===== config.mk =====
export PLATFORM = sky130hd
export DESIGN_NAME = multicycle_alu_flat
export DESIGN_NICKNAME = d
export VERILOG_FILES = /design/src/rtl/multicycle_alu_if.sv /design/src/rtl/multicycle_alu.sv /design/src/flat_wrapper.sv
export SDC_FILE = /design/constraint.sdc
export NUM_CORES = 1
export LEC_CHECK = 0
export ABC_CLOCK_PERIOD_IN_PS = 3050
export BUFFER_PORTS_ARGS = -buffer_cell sky130_fd_sc_hd__clkbuf_2
export CAP_MARGIN = 10
export CORE_ASPECT_RATIO = 1.1
export CORE_UTILIZATION = 50
export CTS_BUF_LIST = sky130_fd_sc_hd__clkbuf_8
export CTS_CLUSTER_SIZE = 30
export DETAILED_ROUTE_END_ITERATION = 10
export HOLD_SLACK_MARGIN = 0.15
export PLACE_DENSITY = 0.79
export SLEW_MARGIN = 40
export SYNTH_ARGS = -nofsm -noshare
export SYNTH_HDL_FRONTEND = slang
export SYNTH_SLANG_ARGS = --single-unit

===== constraint.sdc =====
create_clock -name iCLK -period 3.05 [get_ports iCLK]
set_clock_uncertainty 0.1 [all_clocks]
set_input_delay 0.1525 -clock iCLK [delete_from_list [all_inputs] [get_ports iCLK]]
set_output_delay 0.1525 -clock iCLK [all_outputs]
set_load 0.05 [all_outputs]

===== src/rtl/multicycle_alu_if.sv =====
// rtl/multicycle_alu_if.sv - start/done handshake bundle between the EX-stage control FSM and multicycle_alu
//
// Purpose: groups the request, operand and result signals of the multicycle ALU.
// Ports (signals):
//   iStart          request, accepted only when oBusy is low
//   iControlSignal  5-bit ALU control code
//   iA, iB          operands (iB low bits carry the shift amount)
//   oBusy           high while a shift iterates
//   oDone           one-cycle pulse, oResult/oInvalid updated
//   oResult         result register, held until next oDone
//   oZero           oResult == 0
//   oInvalid        last completed code was not recognised
// Modports: master drives requests (control FSM / bench), slave is the ALU.
interface multicycle_alu_if #(
  parameter int WIDTH = 32
);
  logic             iStart;
  logic [4:0]       iControlSignal;
  logic [WIDTH-1:0] iA;
  logic [WIDTH-1:0] iB;
  logic             oBusy;
  logic             oDone;
  logic [WIDTH-1:0] oResult;
  logic             oZero;
  logic             oInvalid;

  modport master (
    output iStart, iControlSignal, iA, iB,
    input  oBusy, oDone, oResult, oZero, oInvalid
  );

  modport slave (
    input  iStart, iControlSignal, iA, iB,
    output oBusy, oDone, oResult, oZero, oInvalid
  );
endinterface


===== src/rtl/multicycle_alu.sv =====
// rtl/multicycle_alu.sv - sequential ALU with single-cycle logic/arith ops and bit-serial shifts
//
// Purpose: executes a 5-bit ALU control code on two operands. Logic, arithmetic,
// compare and LUI complete one cycle after accept; shifts iterate one bit per cycle
// so no barrel shifter sits on the critical path.
// Ports:
//   iCLK  clock, rising edge
//   iRST  synchronous active-low reset
//   bus   multicycle_alu_if.slave (iStart, iControlSignal, iA, iB,
//         oBusy, oDone, oResult, oZero, oInvalid)
module multicycle_alu #(
  parameter int WIDTH = 32
) (
  input  logic            iCLK,
  input  logic            iRST,
  multicycle_alu_if.slave bus
);

  localparam int SHW = $clog2(WIDTH);

  // ALU control codes shared with the control decoder
  localparam logic [4:0] OP_ADD  = 5'd0;
  localparam logic [4:0] OP_SUB  = 5'd1;
  localparam logic [4:0] OP_AND  = 5'd2;
  localparam logic [4:0] OP_OR   = 5'd3;
  localparam logic [4:0] OP_XOR  = 5'd4;
  localparam logic [4:0] OP_SLT  = 5'd5;
  localparam logic [4:0] OP_SLTU = 5'd6;
  localparam logic [4:0] OP_SLL  = 5'd7;
  localparam logic [4:0] OP_SRL  = 5'd8;
  localparam logic [4:0] OP_SRA  = 5'd9;
  localparam logic [4:0] OP_LUI  = 5'd10;

  typedef enum logic {
    IDLE  = 1'b0,
    SHIFT = 1'b1
  } state_t;

  typedef enum logic [1:0] {
    SH_LL = 2'd0,
    SH_RL = 2'd1,
    SH_RA = 2'd2
  } shift_kind_t;

  state_t      state;
  shift_kind_t shift_kind;
  logic [WIDTH-1:0] shreg;
  logic [SHW-1:0]   count;
  logic [WIDTH-1:0] result;
  logic             busy;
  logic             done;
  logic             invalid;

  logic [WIDTH-1:0] comb_result;
  logic             comb_invalid;
  logic             comb_is_shift;
  shift_kind_t      comb_kind;
  logic [WIDTH-1:0] shift_next;
  logic [SHW-1:0]   shamt;

  assign shamt = bus.iB[SHW-1:0];

  // Single-cycle datapath. Shift codes pass iA through so that a zero shift
  // amount completes on the single-cycle path with oResult = iA.
  always_comb begin
    comb_result   = '0;
    comb_invalid  = 1'b0;
    comb_is_shift = 1'b0;
    comb_kind     = SH_LL;
    case (bus.iControlSignal)
      OP_ADD:  comb_result = bus.iA + bus.iB;
      OP_SUB:  comb_result = bus.iA - bus.iB;
      OP_AND:  comb_result = bus.iA & bus.iB;
      OP_OR:   comb_result = bus.iA | bus.iB;
      OP_XOR:  comb_result = bus.iA ^ bus.iB;
      OP_SLT:  comb_result = {{(WIDTH-1){1'b0}}, ($signed(bus.iA) < $signed(bus.iB))};
      OP_SLTU: comb_result = {{(WIDTH-1){1'b0}}, (bus.iA < bus.iB)};
      OP_LUI:  comb_result = bus.iB;
      OP_SLL: begin
        comb_result   = bus.iA;
        comb_is_shift = 1'b1;
        comb_kind     = SH_LL;
      end
      OP_SRL: begin
        comb_result   = bus.iA;
        comb_is_shift = 1'b1;
        comb_kind     = SH_RL;
      end
      OP_SRA: begin
        comb_result   = bus.iA;
        comb_is_shift = 1'b1;
        comb_kind     = SH_RA;
      end
      default: comb_invalid = 1'b1;
    endcase
  end

  // One-bit step of the latched shift register
  always_comb begin
    shift_next = shreg;
    case (shift_kind)
      SH_LL:   shift_next = {shreg[WIDTH-2:0], 1'b0};
      SH_RL:   shift_next = {1'b0, shreg[WIDTH-1:1]};
      SH_RA:   shift_next = {shreg[WIDTH-1], shreg[WIDTH-1:1]};
      default: shift_next = shreg;
    endcase
  end

  always_ff @(posedge iCLK) begin
    if (!iRST) begin
      state      <= IDLE;
      shift_kind <= SH_LL;
      shreg      <= '0;
      count      <= '0;
      result     <= '0;
      busy       <= 1'b0;
      done       <= 1'b0;
      invalid    <= 1'b0;
    end else begin
      done <= 1'b0;
      case (state)
        IDLE: begin
          if (bus.iStart) begin
            if (comb_is_shift && (shamt != '0)) begin
              shreg      <= bus.iA;
              count      <= shamt;
              shift_kind <= comb_kind;
              busy       <= 1'b1;
              state      <= SHIFT;
            end else begin
              result  <= comb_result;
              invalid <= comb_invalid;
              done    <= 1'b1;
            end
          end
        end
        SHIFT: begin
          // iStart is not looked at here: requests during a shift are dropped
          shreg <= shift_next;
          count <= count - SHW'(1);
          if (count == SHW'(1)) begin
            result  <= shift_next;
            invalid <= 1'b0;
            done    <= 1'b1;
            busy    <= 1'b0;
            state   <= IDLE;
          end
        end
        default: state <= IDLE;
      endcase
    end
  end

  assign bus.oBusy    = busy;
  assign bus.oDone    = done;
  assign bus.oResult  = result;
  assign bus.oZero    = (result == '0);
  assign bus.oInvalid = invalid;

endmodule


===== src/flat_wrapper.sv =====
// flat-port wrapper written by rule: the top's interface ports become plain ports
module multicycle_alu_flat 
#(
  parameter int WIDTH = 32
)
  (iCLK, iRST, bus_iStart, bus_iControlSignal, bus_iA, bus_iB, bus_oBusy, bus_oDone, bus_oResult, bus_oZero, bus_oInvalid);
  multicycle_alu_if #(.WIDTH(WIDTH)) bus_i ();
  input  logic iCLK;
  input  logic iRST;
  input wire logic [$bits(bus_i.iStart)-1:0] bus_iStart;
  input wire logic [$bits(bus_i.iControlSignal)-1:0] bus_iControlSignal;
  input wire logic [$bits(bus_i.iA)-1:0] bus_iA;
  input wire logic [$bits(bus_i.iB)-1:0] bus_iB;
  output wire logic [$bits(bus_i.oBusy)-1:0] bus_oBusy;
  output wire logic [$bits(bus_i.oDone)-1:0] bus_oDone;
  output wire logic [$bits(bus_i.oResult)-1:0] bus_oResult;
  output wire logic [$bits(bus_i.oZero)-1:0] bus_oZero;
  output wire logic [$bits(bus_i.oInvalid)-1:0] bus_oInvalid;
  assign bus_i.iStart = bus_iStart;
  assign bus_i.iControlSignal = bus_iControlSignal;
  assign bus_i.iA = bus_iA;
  assign bus_i.iB = bus_iB;
  assign bus_oBusy = bus_i.oBusy;
  assign bus_oDone = bus_i.oDone;
  assign bus_oResult = bus_i.oResult;
  assign bus_oZero = bus_i.oZero;
  assign bus_oInvalid = bus_i.oInvalid;
  multicycle_alu #(.WIDTH(WIDTH)) u_core (.iCLK(iCLK), .iRST(iRST), .bus(bus_i));
endmodule

==> impl_metrics.csv <==
group,metric,value,unit
outcome,outcome,"completed",
synth,ys_ff_latch,75,
power_and_ir_drop,p_leak,4.89,nW
drt,via_count,11775,
drt,vias_per_cell,6.53,
clock_network,clock-sinks,75,
synth,syn_area,9630,sq um
critical_path,crit_required,3.19,ns
critical_path,crit_start,"bus_iA[4]",
sta,slew_headroom,36.8,%
grt,grt_pass1_wl,60.6,mm
synth,syn-num-nets,1562,
clock_network,clk_latency,0.37,ns
sta,worst-slew-pin-transition,0.945,ns
synth,synth.most_common_cell,"nand2_1",
finish,fillCellCount,1745,
sta,fmax,331,MHz
place,pre_cts_ws,-0.00472,ns
place,dpl.hpwl,30.7,mm
synth,synth_area_leaders,"dfxtp_1, ha_1, a21oi_1, nand2_1, o21ai_0",
floorplan,pin_count,108,
synth,ys_top_cells_by_count,"nand2_1, a21oi_1, nor2_1",
floorplan,die_h,148,um
critical_path,r2r_start,"u_core.state",
floorplan,initial_core_util,51.7,%
clock_network,cts_root_buf,"clkbuf_8",
sta,rsz0062_at_grt,"true",
grt,gr-total-overflow,0,
synth,yosysWarnings,0,
grt,grt_antenna_before_repair,0,
sta,fin_tns_setup,0,ns
place,placed_cells,1767,
drt,post_drt_wl_per_cell,22.6,um
place,post_dp_cell_area,11000,sq um
power_and_ir_drop,powerDensity,316,nW/um^2
drt,initialDrtViolationCount,1484,
synth,synthArstFlopShare,0,%
clock_network,cts_max_level,3,
synth,postSynthAreaPerCell,6.92,sq um
floorplan,die_width,134,um
critical_path,cp-end-kind,"register",
sta,period_needed,3.02,ns
synth,synth_cell_types,86,
hold_path,hold_path.class,"in2reg",
synth,synth_cells,1390,
grt,grt_max_degree,40,
sta,slew_violations,0,
clock_network,clockBufferDepth,2,
critical_path,arrival,3.17,ns
finish,antenna_cells,0,
hold_path,hp-start,"bus_iA[27]",
finish,drive_gt1_share,19.3,%
drt,post-route-drc-count,0,
sta,hold_viol,0,
finish,areaGrowthSynthToFinish,20.8,%
clock_network,clkTransAtPathRegs,0.09,ns
grt,first_global_vias,10929,
synth,netlist.area_leader.share,15.6,%
sta,layout_setup_ws,0.0251,ns
floorplan,coreArea,18600,sq um
critical_path,cp-start-kind,"input port",
sta,post-route-period-util,99.2,%
drt,firstDrtPassIters,6,
clock_network,numCtsBuffers,9,
drt,drtAntennaViolNets,0,
synth,synth_edf_count,0,
finish,layout.nets,1727,
place,io_buffers,107,
sta,final-setup-viol-count,0,
critical_path,critPathKind,"in2reg",
sta,hold_ws,0.159,ns
synth,seq_area_frac_synth,15.6,%
power_and_ir_drop,ir_worst_vdd,218,uV
drt,wirelength,40.7,mm
clock_network,cts_tree,"yes",
finish,final_area,11600,sq um
floorplan,dieArea,19800,sq um
job,drv_cap,0,
floorplan,rows,52,
grt,track_usage,39.7,%
synth,ys.flop_type,"dfxtp_1",
critical_path,r2r_slack,0.48,ns
place,routabilityCongestion,1.04,
synth,synth_top_area_cell,"dfxtp_1",
critical_path,crit_fanout,4,
finish,final_cells,1803,
[power by group]
group          internal [W]  total (W)  switching [W]
registers           0.00102    0.00108      0.0000598
logic              0.000613    0.00162        0.00101
clock network      0.000561   0.000974       0.000413
[per-stage QoR]
step	utilization [%]	total power, W
final	62.5	0.00368
after CTS	61.6	0.00358
after global placement	59.3	0.00259
after floorplan	-	0.00203
after detailed placement	59.3	0.00260
after global routing	62.5	0.00381
[worst paths after layout]
path,end,cells past startpoint
hold / removal,u_core.shreg[27],5
setup / recovery,u_core.bus.oResult[17],14
setup reg to reg,u_core.bus.oResult[17],7
hold reg to reg,u_core.bus.oBusy,2
[placed cells by master, fill, tap and decap left out, types with 10 or more instances in the layout]
| cell type | n |
|---|---|
| a211oi_1 | 25 |
| a21o_1 | 20 |
| a21oi_1 | 128 |
| a221oi_1 | 15 |
| a22oi_1 | 20 |
| a31oi_1 | 27 |
| buf_4 | 125 |
| clkbuf_2 | 106 |
| clkbuf_8 | 10 |
| dfxtp_1 | 73 |
| dlygate4sd3_1 | 19 |
| ha_1 | 94 |
| inv_1 | 107 |
| mux2i_1 | 25 |
| nand2_1 | 144 |
| nand2b_1 | 33 |
| nand3_1 | 24 |
| nand4_1 | 14 |
| nor2_1 | 114 |
| nor2b_1 | 19 |
| nor3_1 | 22 |
| nor4_1 | 17 |
| o2111ai_1 | 12 |
| o211ai_1 | 41 |
| o21a_1 | 15 |
| o21ai_0 | 94 |
| o21bai_1 | 12 |
| o31ai_1 | 14 |
| or3_1 | 14 |
| xnor2_1 | 24 |
[sequential cells by signal (all words and copies together) (netlist names)]
register / count
u_core.bus.oInvalid: 1
u_core.bus.oDone: 1
u_core.bus.oBusy: 1
u_core.bus.oResult: 32
u_core.count: 5
u_core.shreg: 32
u_core.state: 1
u_core.shift_kind: 2
[worst max-delay path: stages]
cell,delay (ns)
clkbuf_2,0.10
dlygate4sd3_1,0.55
buf_4,0.16
ha_2,0.18
nor2b_4,0.13
a21oi_1,0.20
buf_4,0.17
a2111oi_4,0.10
or3_2,0.45
a21oi_1,0.23
o21ai_0,0.14
a221oi_2,0.32
a2bb2oi_1,0.19
o31ai_1,0.09
[area by class of cell]
class | count | area (sq um) | area share, %
Clock inverter | 6 | 104 | 0.893
Sequential cell | 75 | 1500 | 12.9
Clock buffer | 10 | 138 | 1.18
Inverter | 108 | 405 | 3.49
Timing Repair Buffer | 253 | 1710 | 14.7
Multi-Input combinational cell | 1108 | 7460 | 64.2
Tap cell | 243 | 304 | 2.62
[routing by layer]
metal,up-vias,GRT usage [%],part of all wire [%]
met4,0,27.9,7.3
met1,5405,48.2,38
met2,811,63.9,44
li1,5379,-,-
met3,180,6.21,10
met5,-,0,0
[kinds of logic after synthesis]
| group | synth area share, % |
|---|---|
| AND/OR/NAND/NOR | 21.7 |
| AO/OA/AOI/OAI | 35.9 |
| flip-flops | 15.6 |
| multiplexers | 2.72 |
| adder cells (fa/ha/maj) | 13.2 |
| XOR/XNOR | 2.46 |
| buffers and inverters | 8.51 |
[timing repair]
item	in CTS	in global routing
setup buffers	0	1
setup endpoints to repair	0	13
hold endpoints to repair	18	0
resized for setup	0	35
hold buffers	19	0
Power figures use the tool's default switching activity.
